### config.mk
export PLATFORM = sky130hd
export DESIGN_NAME = uart_fifo_sched
export DESIGN_NICKNAME = d
export VERILOG_FILES = /design/src/rtl/uart_fifo_sched.sv
export SDC_FILE = /design/constraint.sdc
export NUM_CORES = 1
export LEC_CHECK = 0
export CAP_MARGIN = 30
export CORE_MARGIN = 3
export CORE_UTILIZATION = 46
export CTS_BUF_LIST = sky130_fd_sc_hd__clkbuf_8
export CTS_CLUSTER_SIZE = 8
export DETAILED_ROUTE_END_ITERATION = 7
export PLACE_DENSITY = 0.95
export SYNTH_ARGS = -nofsm -noshare
export SYNTH_HDL_FRONTEND = slang
export SYNTH_SLANG_ARGS = --single-unit
### constraint.sdc
create_clock -name clk -period 3.1 [get_ports clk]
set_input_delay 0.62 -clock clk [delete_from_list [all_inputs] [get_ports clk]]
set_output_delay 0.62 -clock clk [all_outputs]
set_load 0.01 [all_outputs]
### src/rtl/uart_fifo_sched.sv
// Shared UART TX FIFO controller: round-robin burst arbiter on the write port
// and a pop/start/busy drain sequencer on the read port.
module uart_fifo_sched #(
   parameter int NREQ      = 4,
   parameter int WIDTH     = 8,
   parameter int MAX_BURST = 16
) (
   input  logic                    clk,
   input  logic                    rst_n,
   input  logic                    enable,
   input  logic [NREQ-1:0]         req_valid,
   input  logic [NREQ*WIDTH-1:0]   req_data,
   input  logic [NREQ-1:0]         req_last,
   output logic [NREQ-1:0]         req_ready,
   output logic                    fifo_wr_en,
   output logic [WIDTH-1:0]        fifo_din,
   input  logic                    fifo_full,
   output logic                    fifo_rd_en,
   input  logic [WIDTH-1:0]        fifo_dout,
   input  logic                    fifo_empty,
   output logic                    tx_start,
   output logic [WIDTH-1:0]        tx_data,
   input  logic                    tx_busy,
   output logic [$clog2(NREQ)-1:0] grant_id,
   output logic                    grant_active,
   output logic [15:0]             sent_count,
   output logic [2:0]              dbg_state
);

   localparam int IDW = $clog2(NREQ);
   localparam int CW  = (MAX_BURST > 1) ? $clog2(MAX_BURST) : 1;

   typedef enum logic {A_IDLE, A_GRANT} arb_state_e;
   typedef enum logic [1:0] {D_IDLE, D_FETCH, D_START, D_BUSY} drain_state_e;

   // Handshakes: a requester beat transfers on a cycle where req_valid[i] and
   // req_ready[i] are both high; the UART takes a byte on the tx_start pulse and
   // reports completion by dropping tx_busy.

   arb_state_e       arb_state_q, arb_state_d;
   logic [IDW-1:0]   grant_id_q, grant_id_d;
   logic             grant_active_q, grant_active_d;
   logic [IDW-1:0]   last_grant_q, last_grant_d;
   logic [CW-1:0]    beat_cnt_q, beat_cnt_d;

   drain_state_e     drain_state_q, drain_state_d;
   logic [WIDTH-1:0] tx_data_q, tx_data_d;
   logic             tx_start_q, tx_start_d;
   logic [15:0]      sent_count_q, sent_count_d;

   logic             pick_found;
   logic [IDW-1:0]   pick_idx;

   // First valid requester strictly after the last granted one, cyclically.
   always_comb begin
      pick_found = 1'b0;
      pick_idx   = '0;
      for (int k = 1; k <= NREQ; k++) begin
         if (!pick_found && req_valid[(int'(last_grant_q) + k) % NREQ]) begin
            pick_found = 1'b1;
            pick_idx   = IDW'((int'(last_grant_q) + k) % NREQ);
         end
      end
   end

   always_comb begin
      arb_state_d    = arb_state_q;
      grant_id_d     = grant_id_q;
      grant_active_d = grant_active_q;
      last_grant_d   = last_grant_q;
      beat_cnt_d     = beat_cnt_q;
      req_ready      = '0;
      fifo_wr_en     = 1'b0;
      fifo_din       = '0;
      case (arb_state_q)
         A_IDLE: begin
            if (pick_found) begin
               arb_state_d    = A_GRANT;
               grant_id_d     = pick_idx;
               grant_active_d = 1'b1;
               beat_cnt_d     = '0;
            end
         end
         A_GRANT: begin
            req_ready[grant_id_q] = !fifo_full;
            fifo_wr_en            = req_valid[grant_id_q] && !fifo_full;
            fifo_din              = req_data[grant_id_q*WIDTH +: WIDTH];
            if (fifo_wr_en) begin
               if (req_last[grant_id_q] || (beat_cnt_q == CW'(MAX_BURST - 1))) begin
                  arb_state_d    = A_IDLE;
                  grant_active_d = 1'b0;
                  last_grant_d   = grant_id_q;
               end else begin
                  beat_cnt_d = beat_cnt_q + 1'b1;
               end
            end
         end
         default: arb_state_d = A_IDLE;
      endcase
   end

   // rst_n gates the read strobe so the FIFO is never popped while held in reset.
   always_comb begin
      drain_state_d = drain_state_q;
      tx_data_d     = tx_data_q;
      tx_start_d    = tx_start_q;
      sent_count_d  = sent_count_q;
      fifo_rd_en    = 1'b0;
      case (drain_state_q)
         D_IDLE: begin
            fifo_rd_en = rst_n && enable && !fifo_empty && !tx_busy && !fifo_wr_en;
            if (fifo_rd_en) drain_state_d = D_FETCH;
         end
         D_FETCH: begin
            tx_data_d     = fifo_dout;
            tx_start_d    = 1'b1;
            drain_state_d = D_START;
         end
         D_START: begin
            tx_start_d    = 1'b0;
            sent_count_d  = sent_count_q + 16'd1;
            drain_state_d = D_BUSY;
         end
         D_BUSY: begin
            if (!tx_busy) drain_state_d = D_IDLE;
         end
         default: drain_state_d = D_IDLE;
      endcase
   end

   always_ff @(posedge clk or negedge rst_n) begin
      if (!rst_n) begin
         arb_state_q    <= A_IDLE;
         grant_id_q     <= '0;
         grant_active_q <= 1'b0;
         last_grant_q   <= IDW'(NREQ - 1);
         beat_cnt_q     <= '0;
         drain_state_q  <= D_IDLE;
         tx_data_q      <= '0;
         tx_start_q     <= 1'b0;
         sent_count_q   <= '0;
      end else begin
         arb_state_q    <= arb_state_d;
         grant_id_q     <= grant_id_d;
         grant_active_q <= grant_active_d;
         last_grant_q   <= last_grant_d;
         beat_cnt_q     <= beat_cnt_d;
         drain_state_q  <= drain_state_d;
         tx_data_q      <= tx_data_d;
         tx_start_q     <= tx_start_d;
         sent_count_q   <= sent_count_d;
      end
   end

   assign grant_id     = grant_id_q;
   assign grant_active = grant_active_q;
   assign tx_start     = tx_start_q;
   assign tx_data      = tx_data_q;
   assign sent_count   = sent_count_q;
   assign dbg_state    = {arb_state_q, drain_state_q};

endmodule
==> results.json <==
{
  "cts-root-buf": "clkbuf_8",
  "setup_tns_ps": 0,
  "syn_area_um2": 2140,
  "critPathKind": "in -> out",
  "slew_viol_final": 0,
  "power.total_mw": 2.84,
  "cts_resized": 0,
  "hpwl_um": 4290,
  "finalCritPeriodShare_pct": 95.6,
  "totalWireLength_um": 5390,
  "die_w_um": 74.3,
  "min-delay-path-class": "in -> async",
  "route.detailed.drc": 0,
  "path_cells": "clkdlybuf4s50_1 -> or3b_2 -> o22ai_2 -> clkdlybuf4s50_1",
  "synth-seq-cells": 37,
  "path_delay_family": "buffers and inverters",
  "busiest_layer": "met2",
  "clock-sinks": 37,
  "fin_crit_ps": 2960,
  "status": "finished clean",
  "end_kind": "output port",
  "synth_area_per_cell_um2": 11.3,
  "grtUsageMet2_pct": 37.6,
  "clk_latency_ps": 280,
  "path_clk_slew_ps": 70,
  "yosysWarnings": 0,
  "dp_cells": 334,
  "synth_edf_count": 0,
  "cpMaxStageDelayCell": "clkdlybuf4s50_1",
  "grt_pass1_vias": 1882,
  "mostFrequentLayoutCell": "clkdlybuf4s50_1",
  "critical_path_buf_inv_count": 2,
  "start_util_pct": 48.6,
  "vias": 1847,
  "clockPowerShare_pct": 17.0,
  "timing.slew.headroom_pct": 68.0,
  "tightest_slew_ps": 477,
  "syn_inst": 189,
  "cts_tree": "yes",
  "gr-total-overflow": 0,
  "ys_seq_area_share_pct": 43.3,
  "postCtsSetupBuffers": 0,
  "switchingPower_uw": 971,
  "syn_to_final_growth_pct": 54.0,
  "drive_gt1_share_pct": 14.8,
  "fin_cells": 342,
  "start_kind": "input pin",
  "fp.coreArea_um2": 4410,
  "finalHoldViolCount": 0,
  "antenna_cells": 0,
  "swShare_pct": 34.2,
  "avgViaCountPerCell": 5.40,
  "die-area_um2": 5520,
  "grt_pass1_wl_um": 8670,
  "cpMostUsedCell": "clkdlybuf4s50_1",
  "ctsHoldBuffers": 0,
  "power.density_nw_per_um2": 860,
  "port-buffer-count": 98,
  "cp_data_arrival_time_ps": 2340,
  "cp_max_fo": 5,
  "irDropWorstVdd_v": 0.000677,
  "die_h_um": 74.3,
  "fin_util_pct": 74.8,
  "use_met1_pct": 23.0,
  "placementRows": 24,
  "power_frac_seq_pct": 31.2,
  "syn-num-nets": 250,
  "finalSetupViolCount": 0,
  "io_pins": 99,
  "htreeDepth": 2,
  "layout_common_cells": "clkdlybuf4s50_1, dfrtp_1, mux2_2",
  "fin_skew_ps": 7.09,
  "grtUsageTotal_pct": 20.3,
  "comb_power_share_pct": 51.7,
  "fin_nets": 350,
  "dr.pass1.iters": 4,
  "leakage_nw": 1.37,
  "yosys_most_used_dff": "dfrtp_1",
  "slowest_delay_ps": 580,
  "cts_buffers": 5,
  "grt_max_degree": 38,
  "cts_buffer_depth": 2,
  "place_congestion": 0.826,
  "p_int_mw": 1.87,
  "drt_iter0_markers": 63,
  "wl_per_cell_um": 15.7,
  "antenna_left": 0,
  "ys_async_sr_fraction_pct": 100,
  "use_met3_pct": 5.14,
  "grt_setup_unrepaired": "false",
  "ys_types": 44,
  "maxCapViolCount": 0,
  "antenna_found_initial": 0,
  "crit_required_ps": 2480,
  "max_freq_mhz": 337
}
-- layer usage --
layer  vias up  share of wire (%)
met5         -                  0
met4         0                1.3
met3         7                 10
met2        72                 50
met1       885                 38
li1        883                  -
-- area by class of cell --
type	instances	area [µm²]
Multi-Input combinational cell	135	1140
Fill cell	330	1110
Timing Repair Buffer	102	1010
Sequential cell	37	930
Clock buffer	5	68.8
Clock inverter	3	65.1
Tap cell	52	65.1
Inverter	8	30.0
-- logic make-up after synthesis --
group | Yosys count | synth area share, %
compound gates | 24 | 8.69
xor+xnor | 15 | 6.13
fa+ha+maj | 7 | 4.08
buf+inv | 17 | 3.68
flops | 37 | 43.3
mux | 26 | 18.1
simple gates | 63 | 16.0
-- path summary, 6_finish.rpt --
| path | start | to | slack [ps] | depth (start not counted) |
|---|---|---|---|---|
| min in group clk | grant_active | grant_active | 490 | 1 |
| worst min register to register | grant_active | grant_active | 490 | 1 |
| worst max-delay path | fifo_full | fifo_wr_en | 140 | 4 |
| max in group asynchronous | rst_n | last_grant_q[0] | 2360 | 2 |
| worst min-delay path | rst_n | sent_count[15] | 400 | 2 |
| worst max register to register | grant_id[1] | beat_cnt_q[3] | 1030 | 5 |
-- through the flow --
stage                     area, µm²  hold WS, ps  setup slack, ps
after floorplan                2140          324              958
after global placement         3170          459              144
after detailed placement       3170          472              131
after CTS                      3300          429             57.4
after global routing           3300          439             61.0
final                          3300          405              136
-- power by group through the flow --
| stage | sequential, mW | clock [mW] | combinational [mW] |
|---|---|---|---|
| after floorplan | 0.871 | 0 | 0.837 |
| after global placement | 0.882 | 0 | 1.45 |
| after detailed placement | 0.893 | 0 | 1.48 |
| after CTS | 0.886 | 0.492 | 1.49 |
| after global routing | 0.924 | 0.516 | 1.60 |
| final | 0.886 | 0.484 | 1.47 |
-- state kept, by name (all words and copies together), names as in the netlist --
signal / cells
last_grant_q: 2
drain_state_q: 2
sent_count: 16
tx_data: 8
beat_cnt_q: 4
tx_start: 1
arb_state_q: 1
grant_active: 1
grant_id: 2
-- worst register-to-register path, delay by kind of cell (launching register included) --
| kind | cells | cell delay (ps) |
|---|---|---|
| AO/OA/AOI/OAI | 1 | 80 |
| buffers and inverters | 1 | 240 |
| flip-flops | 1 | 500 |
| multiplexers | 1 | 370 |
| AND/OR/NAND/NOR | 2 | 800 |
-- cell usage after synthesis, types with 2 or more instances --
cell type   n  area [µm²]
a211o_1     2        17.5
a21o_1      2        15.0
a21oi_1     2        10.0
a2bb2oi_1   2        17.5
a31oi_1     2        12.5
and2_1      8        50.1
and3_1      2        12.5
buf_2       3        15.0
clkbuf_1    4        15.0
dfrtp_1    35         876
dfstp_2     2        52.6
ha_1        7        87.6
inv_1       8        30.0
mux2_2     12         135
mux2i_1     5        50.1
mux4_2      9         203
nand2_1    11        41.3
nand3_1    10        50.1
nand3b_1    3        22.5
nand4_1     4        25.0
nor2_1     11        41.3
nor3_1      4        20.0
o211ai_1    3        22.5
o21ai_0     3        15.0
or3b_2      3        26.3
xnor2_1    10        87.6
xor2_1      5        43.8
(Power assumes the default switching activity.)
